==> src/rtl/nco_modulator.sv <==
// rtl/nco_modulator.sv - symbol-driven NCO producing sine-ROM addresses for ASK/FSK/BPSK
module nco_modulator #(
    parameter int SYM_LEN = 64,
    parameter int PHASE_W = 16
) (
    input  logic               clk,
    input  logic               rst,
    input  logic [1:0]         mode,
    input  logic [PHASE_W-1:0] fcw0,
    input  logic [PHASE_W-1:0] fcw1,
    input  logic               sym_valid,
    input  logic               sym_bit,
    output logic               sym_ready,
    output logic [5:0]         addr,
    output logic               addr_valid,
    output logic               amp_en,
    output logic               busy
);

    localparam int CNT_W = 16;
    localparam logic [CNT_W-1:0] CNT_LAST = CNT_W'(SYM_LEN - 1);

    localparam logic [0:0] S_IDLE = 1'b0;
    localparam logic [0:0] S_RUN  = 1'b1;

    localparam logic [1:0] MODE_ASK  = 2'b00;
    localparam logic [1:0] MODE_FSK  = 2'b01;
    localparam logic [1:0] MODE_BPSK = 2'b10;

    logic [0:0]         state;
    logic [PHASE_W-1:0] acc;
    logic [CNT_W-1:0]   cnt;
    logic               bit_l;
    logic [1:0]         mode_l;
    logic [PHASE_W-1:0] fcw0_l;
    logic [PHASE_W-1:0] fcw1_l;

    logic               at_last;
    logic               take;
    logic [PHASE_W-1:0] fcw_sel;
    logic [PHASE_W-1:0] acc_next;
    logic [5:0]         off;
    logic [5:0]         addr_next;
    logic               amp_next;

    always_comb begin
        at_last   = (cnt == CNT_LAST);
        sym_ready = !rst && ((state == S_IDLE) || at_last);
        take      = sym_valid && sym_ready;
        fcw_sel   = (mode_l == MODE_FSK && bit_l) ? fcw1_l : fcw0_l;
        acc_next  = acc + fcw_sel;
        // BPSK phase flip lives only in the address offset so acc stays continuous
        off       = (mode_l == MODE_BPSK && bit_l) ? 6'd32 : 6'd0;
        addr_next = acc_next[PHASE_W-1 -: 6] + off;
        amp_next  = (mode_l == MODE_FSK || mode_l == MODE_BPSK) ? 1'b1 : bit_l;
    end

    always_ff @(posedge clk) begin
        if (rst) begin
            state      <= S_IDLE;
            acc        <= '0;
            cnt        <= '0;
            addr       <= '0;
            addr_valid <= 1'b0;
            amp_en     <= 1'b0;
            busy       <= 1'b0;
            bit_l      <= 1'b0;
            mode_l     <= MODE_ASK;
            fcw0_l     <= '0;
            fcw1_l     <= '0;
        end else begin
            if (state == S_RUN) begin
                acc        <= acc_next;
                addr       <= addr_next;
                amp_en     <= amp_next;
                addr_valid <= 1'b1;
                cnt        <= cnt + 1'b1;
            end else begin
                addr_valid <= 1'b0;
            end

            // A handshake on the last sample edge chains the next symbol with no gap
            if (take) begin
                bit_l  <= sym_bit;
                mode_l <= mode;
                fcw0_l <= fcw0;
                fcw1_l <= fcw1;
                cnt    <= '0;
                state  <= S_RUN;
                busy   <= 1'b1;
            end else if (state == S_RUN && at_last) begin
                cnt   <= '0;
                state <= S_IDLE;
                busy  <= 1'b0;
            end
        end
    end

endmodule

==> config.mk <==
export PLATFORM = sky130hd
export DESIGN_NAME = nco_modulator
export DESIGN_NICKNAME = d
export VERILOG_FILES = /design/src/rtl/nco_modulator.sv
export SDC_FILE = /design/constraint.sdc
export NUM_CORES = 1
export LEC_CHECK = 0
export ABC_AREA = 1
export CORE_MARGIN = 3
export CORE_UTILIZATION = 55
export DETAILED_ROUTE_END_ITERATION = 6
export PLACE_DENSITY = 0.85
export SLEW_MARGIN = 20
export SYNTH_ARGS = -nofsm -noshare
export SYNTH_HDL_FRONTEND = slang
export SYNTH_SLANG_ARGS = --single-unit
==> constraint.sdc <==
create_clock -name clk -period 4.3 [get_ports clk]
set_clock_uncertainty 0.15 [all_clocks]
set_input_delay 0.645 -clock clk [delete_from_list [all_inputs] [get_ports clk]]
set_output_delay 0.645 -clock clk [all_outputs]
set_load 0.01 [all_outputs]
After elaboration in Yosys (flattened, before gate mapping)
Index checks and enable logic that the tools add are counted.
Word-level totals
  flip-flop bits (word level): 76
  input port bits: 38
  output and inout port bits: 10
Cells by class
  bitwise logic cells: 1
  $add $sub $neg: 3
  reduce and logical (&&, ||, !) cells: 10
  equal/unequal tests: 3
  muxes and demuxes: 6
Operator list (number)
  adder 16 x 1 -> 16 bit (second input constant): 1
  adder 16 bit: 1
  == test 16 x 6 -> 1 bit (second input constant): 1
  two-way mux 16 bit: 1
  adder 6 bit: 1
  two-way mux 6 bit: 1
  logical AND 1 bit: 5
  two-way mux 1 bit: 4
  OR reduction 3 bit: 1
  == test 2 x 1 -> 1 bit (second input constant): 1
  == test 2 bit (second input constant): 1
  logical OR 1 bit: 2
  nonzero test 2 bit: 1
  logical NOT 1 bit: 1
  NOT 1 bit: 1

Logic depth before layout (Yosys ltp)
  word-level depth: 5
  depth in mapped cells: 17

Least setup slack after synthesis
OpenSTA, ideal clock, no wires.
  kind: register to register
  from: register mode_l[1]
  to: register addr[2]
  setup slack: 1240 ps
  data arrival time: 2794 ps
  library setup time: 115 ps
  cell stages (with the launch flop): 16
  period minus slack after synthesis: 3060 ps
  cells stage by stage: dfxtp_1 > inv_1 > ha_1 > nand2_1 > clkbuf_1 > mux2_2 > ha_1 > fa_1 > nand2_1 > nand2_1 > and2_1 > nand3_1 > nand3_1 > xor2_1 > o21ai_0 > inv_1
On the way
  cells in the longest elaborated chain, start to end: 5
RTL lines
  start, declared: line 34  | logic [1:0] mode_l;
  start signal, assigned: line 85  | mode_l <= mode;
  == test 2 x 1 -> 1 bit: line 50  | fcw_sel = (mode_l == MODE_FSK && bit_l) ? fcw1_l : fcw0_l;
  logical AND 1 bit: line 50
  two-way mux 16 bit: line 50
  adder 16 bit: line 51  | acc_next = acc + fcw_sel;
  adder 6 bit: line 54  | addr_next = acc_next[PHASE_W-1 -: 6] + off;
  end signal, assigned: line 74  | addr <= addr_next;
  end, declared: line 14  | output logic [5:0] addr,
No other way between the ends.
A chain may end at the register's enable or synchronous reset.

Final worst setup path
  from: register mode_l[1]
  to: register addr[0]
Same word-level chain as after synthesis.

==> run summary <==
Status -> finished clean
Via count -> 3479
Max layer used -> met4
Launch point of the worst hold path -> fcw1_l[3]
Latest clock arrival within the worst-skew pair -> 340 ps
Hold depth -> 2
Most common cell on crit path -> nand2_1
Sw Pwr -> 0.416 mW
Yosys Warn Count -> 0
First-pass GRT wire length -> 14800 um
Setup-failing EPs final -> 0
RD Place Congestion -> 0.887
Pwr Total -> 1.44 mW
Global router's overall resource usage -> 21.8%
RSZ-0062 raised after global routing -> no
Placed cell count -> 639
CTS Buf Count -> 9
Synth Flop Type -> dfxtp_1
R2r worst-path depth -> 13
Share of total power in combinational logic -> 16.8%
Initial Util -> 57.7%
Post_cts resized -> 0
Fmax -> 301 MHz
Cts hold-fix bufs -> 0
Cell row count -> 30
Clock root cell -> clkbuf_8
Reg-to-Reg End -> addr[0]
P&R area growth vs syn -> 15.5%
Switching Share -> 28.8%
Max-cap violations -> 0
Slowest CP cell -> nand2_1
H-Tree Depth -> 3
CTS tree -> done
Post-DP HPWL -> 6480 um
Yosys cell types -> 35
Hold Crit Class -> reg -> reg
DR WL met3 -> 516 um
Reg2reg start -> mode_l[1]
Final Util -> 66.6%
Layout cells sized above 1 -> 13.3%
Worst-path clk slew -> 70 ps
Critical path endpoint category -> flop
Sequential power share -> 50.5%
Post-Syn Area -> 3990 um^2
Max stage delay on crit path -> 490 ps
Crit path arrival time -> 3390 ps
Syn_area_per_cell -> 7.65 um^2
Worst slew pin tran -> 638 ps
Via density -> 5.32
Worst R2R Setup Slack -> 980 ps
Tmin final -> 3320 ps
Synth Net Count -> 579
Req. time, crit path -> 4370 ps
Clock power frac -> 32.7%
Largest net degree at the start of global routing -> 37
Max-slew violations -> 0
Crit start category -> flop
Clk sinks -> 71
CP Max Fanout -> 16
Pre-CTS setup slack -> 1120 ps
Die area -> 8310 um^2
Post-synth EDFFs -> 0
Antenna-violating nets left -> 0
Maximum root-to-sink buffer count -> 2
Layout net count -> 612
Residual DRC count -> 0
Core Region -> 6910 um^2
Initial antenna violation count -> 0
#FFs+latches synth -> 71
Final hold vios -> 0
Sequential-to-total area share from yosys stat -> 35.7%
Final TNS setup -> 0 ps
# fillers -> 553
VDD IR max -> 0.240 mV
Setup bufs post-CTS -> 0
Crit path kind -> reg -> reg
Io pins -> 48
Cell Chain, Critical Path -> inv_1, ha_1, nand2_1, mux2_2, ha_1, fa_1, nand2_1, nand2_1, nand3b_1, nand2_1, a21oi_1, xor2_1, o21ai_0
Worst hold endpoint -> fcw1_l[3]
DR iter-0 viols -> 333
Routed length per placed instance -> 13.4 um
Post-route insts no fill -> 654
Post-synth ARST share -> 0%
Vias in the first global route -> 3353
Die Height -> 91.1 um
Period Utilization, post-route -> 77.3%
Die Wd -> 91.1 um
PortBufs -> 47
Slew HR -> 57.4%
Final WS setup -> 978 ps
Pint -> 1.03 mW
Met2 WL -> 4290 um
Cell Pwr Density -> 314 nW/um^2
Met1 Wirelength -> 3760 um
Drt total wl -> 8800 um
Grt ovf -> 0
Cells after synthesis -> 521
P_leak -> 2.12 nW
Antenna diode count -> 0
Drt pass-1 iters -> 4
## area by class of cell
type,count,area [um^2],area share (%)
tap,96,120,2.61
sequential,71,1420,30.9
inverter,43,161,3.51
multi-input combinational,379,2230,48.5
clock buffer,10,138,2.99
timing repair buffer,50,493,10.7
clock inverter,5,35.0,0.761
## registers in the layout (all words and copies together), names as in the netlist
| name | flops |
|---|---|
| fcw0_l | 16 |
| cnt | 16 |
| fcw1_l | 16 |
| addr_valid | 1 |
| addr | 6 |
| acc | 11 |
| amp_en | 1 |
| state | 1 |
| bit_l | 1 |
| mode_l | 2 |
## cell usage after synthesis (all sizes together), types with 2 or more instances
cell    number  area share (%)
inv         43             4.0
o21bai       2            0.38
xor2        13             2.9
and2         2            0.31
xnor2        4            0.88
nand4        2            0.31
clkbuf      12             1.1
nor2        52             5.3
or2          3            0.47
buf         16             3.1
mux2        15             4.2
nand2      112              11
nand3       99              16
a21oi       22             3.0
dfxtp       71              36
nor4         2            0.31
a31oi        2            0.31
nor3         4            0.63
ha          19             6.0
nor3b        2            0.38
o21ai       19             2.4
## cell families (layout without fill, tap and decap cells)
logic type	after synthesis	count (layout)	synth area share [%]
mux	15	15	4.24
flops	71	71	35.7
xor+xnor	17	17	3.74
fa+ha+maj	20	20	6.47
buf+inv	71	108	8.32
compound gates	47	47	6.50
simple gates	280	280	35.1
## how the worst max path moves through the flow
| stage | to | slack [ps] | depth (start not counted) | from |
|---|---|---|---|---|
| after CTS | acc[6] | 1040 | 14 | mode_l[1] |
| after detailed placement | addr[2] | 1120 | 14 | mode_l[1] |
| after global routing | addr[2] | 880 | 14 | mode_l[1] |
| after global placement | addr[2] | 1200 | 14 | mode_l[1] |
| final | addr[0] | 980 | 13 | mode_l[1] |
| after floorplan | addr[2] | 1240 | 15 | mode_l[1] |
## layer usage
layer,track usage [%],vias to the layer above
met5,0,-
met4,9.92,0
met3,4.23,16
met2,37.3,97
met1,26.3,1592
li1,-,1774
## power by group through the flow
stage | registers [mW] | clock network (mW) | logic, mW
global placement | 0.742 | 0 | 0.231
detailed placement | 0.744 | 0 | 0.239
CTS | 0.730 | 0.481 | 0.242
finish | 0.730 | 0.472 | 0.243
global route | 0.734 | 0.508 | 0.270
floorplan | 0.732 | 0 | 0.171
## layout by cell type (no fill, tap or decap), types with 2 or more instances in the layout
master | netlist | layout
nor2_2 | 3 | 3
nand3_2 | 31 | 31
nand4_1 | 2 | 2
clkinv_2 | 0 | 2
xnor2_1 | 4 | 4
mux2_2 | 15 | 15
nor4_1 | 2 | 2
buf_4 | 8 | 3
inv_1 | 43 | 42
nand2_1 | 111 | 111
a31oi_1 | 2 | 2
ha_1 | 19 | 19
and2_1 | 2 | 2
nor2_1 | 48 | 48
a21oi_1 | 21 | 21
or2_0 | 2 | 2
clkbuf_8 | 0 | 10
o21bai_1 | 2 | 2
nor3b_1 | 2 | 2
o21ai_0 | 19 | 19
xor2_1 | 13 | 13
nor3_1 | 3 | 3
clkinv_4 | 0 | 2
clkdlybuf4s50_1 | 0 | 47
dfxtp_1 | 71 | 70
nand3_1 | 68 | 68
## metrics by stage
stage,area [um^2],hold WS (ps)
6_report,4600,311
5_1_grt,4600,331
4_1_cts,4600,312
3_5_place_dp,4430,302
3_3_place_gp,4430,295
2_1_floorplan,3990,284
## worst max-delay path, delay by kind of cell, from the launching register on
family | cells | cell delay [ps]
AND/OR/NAND/NOR | 5 | 950
multiplexers | 1 | 410
XOR/XNOR | 1 | 150
adder cells (fa/ha/maj) | 3 | 800
AO/OA/AOI/OAI | 2 | 280
buffers and inverters | 1 | 60
flip-flops | 1 | 390
(Power assumes the default switching activity.)
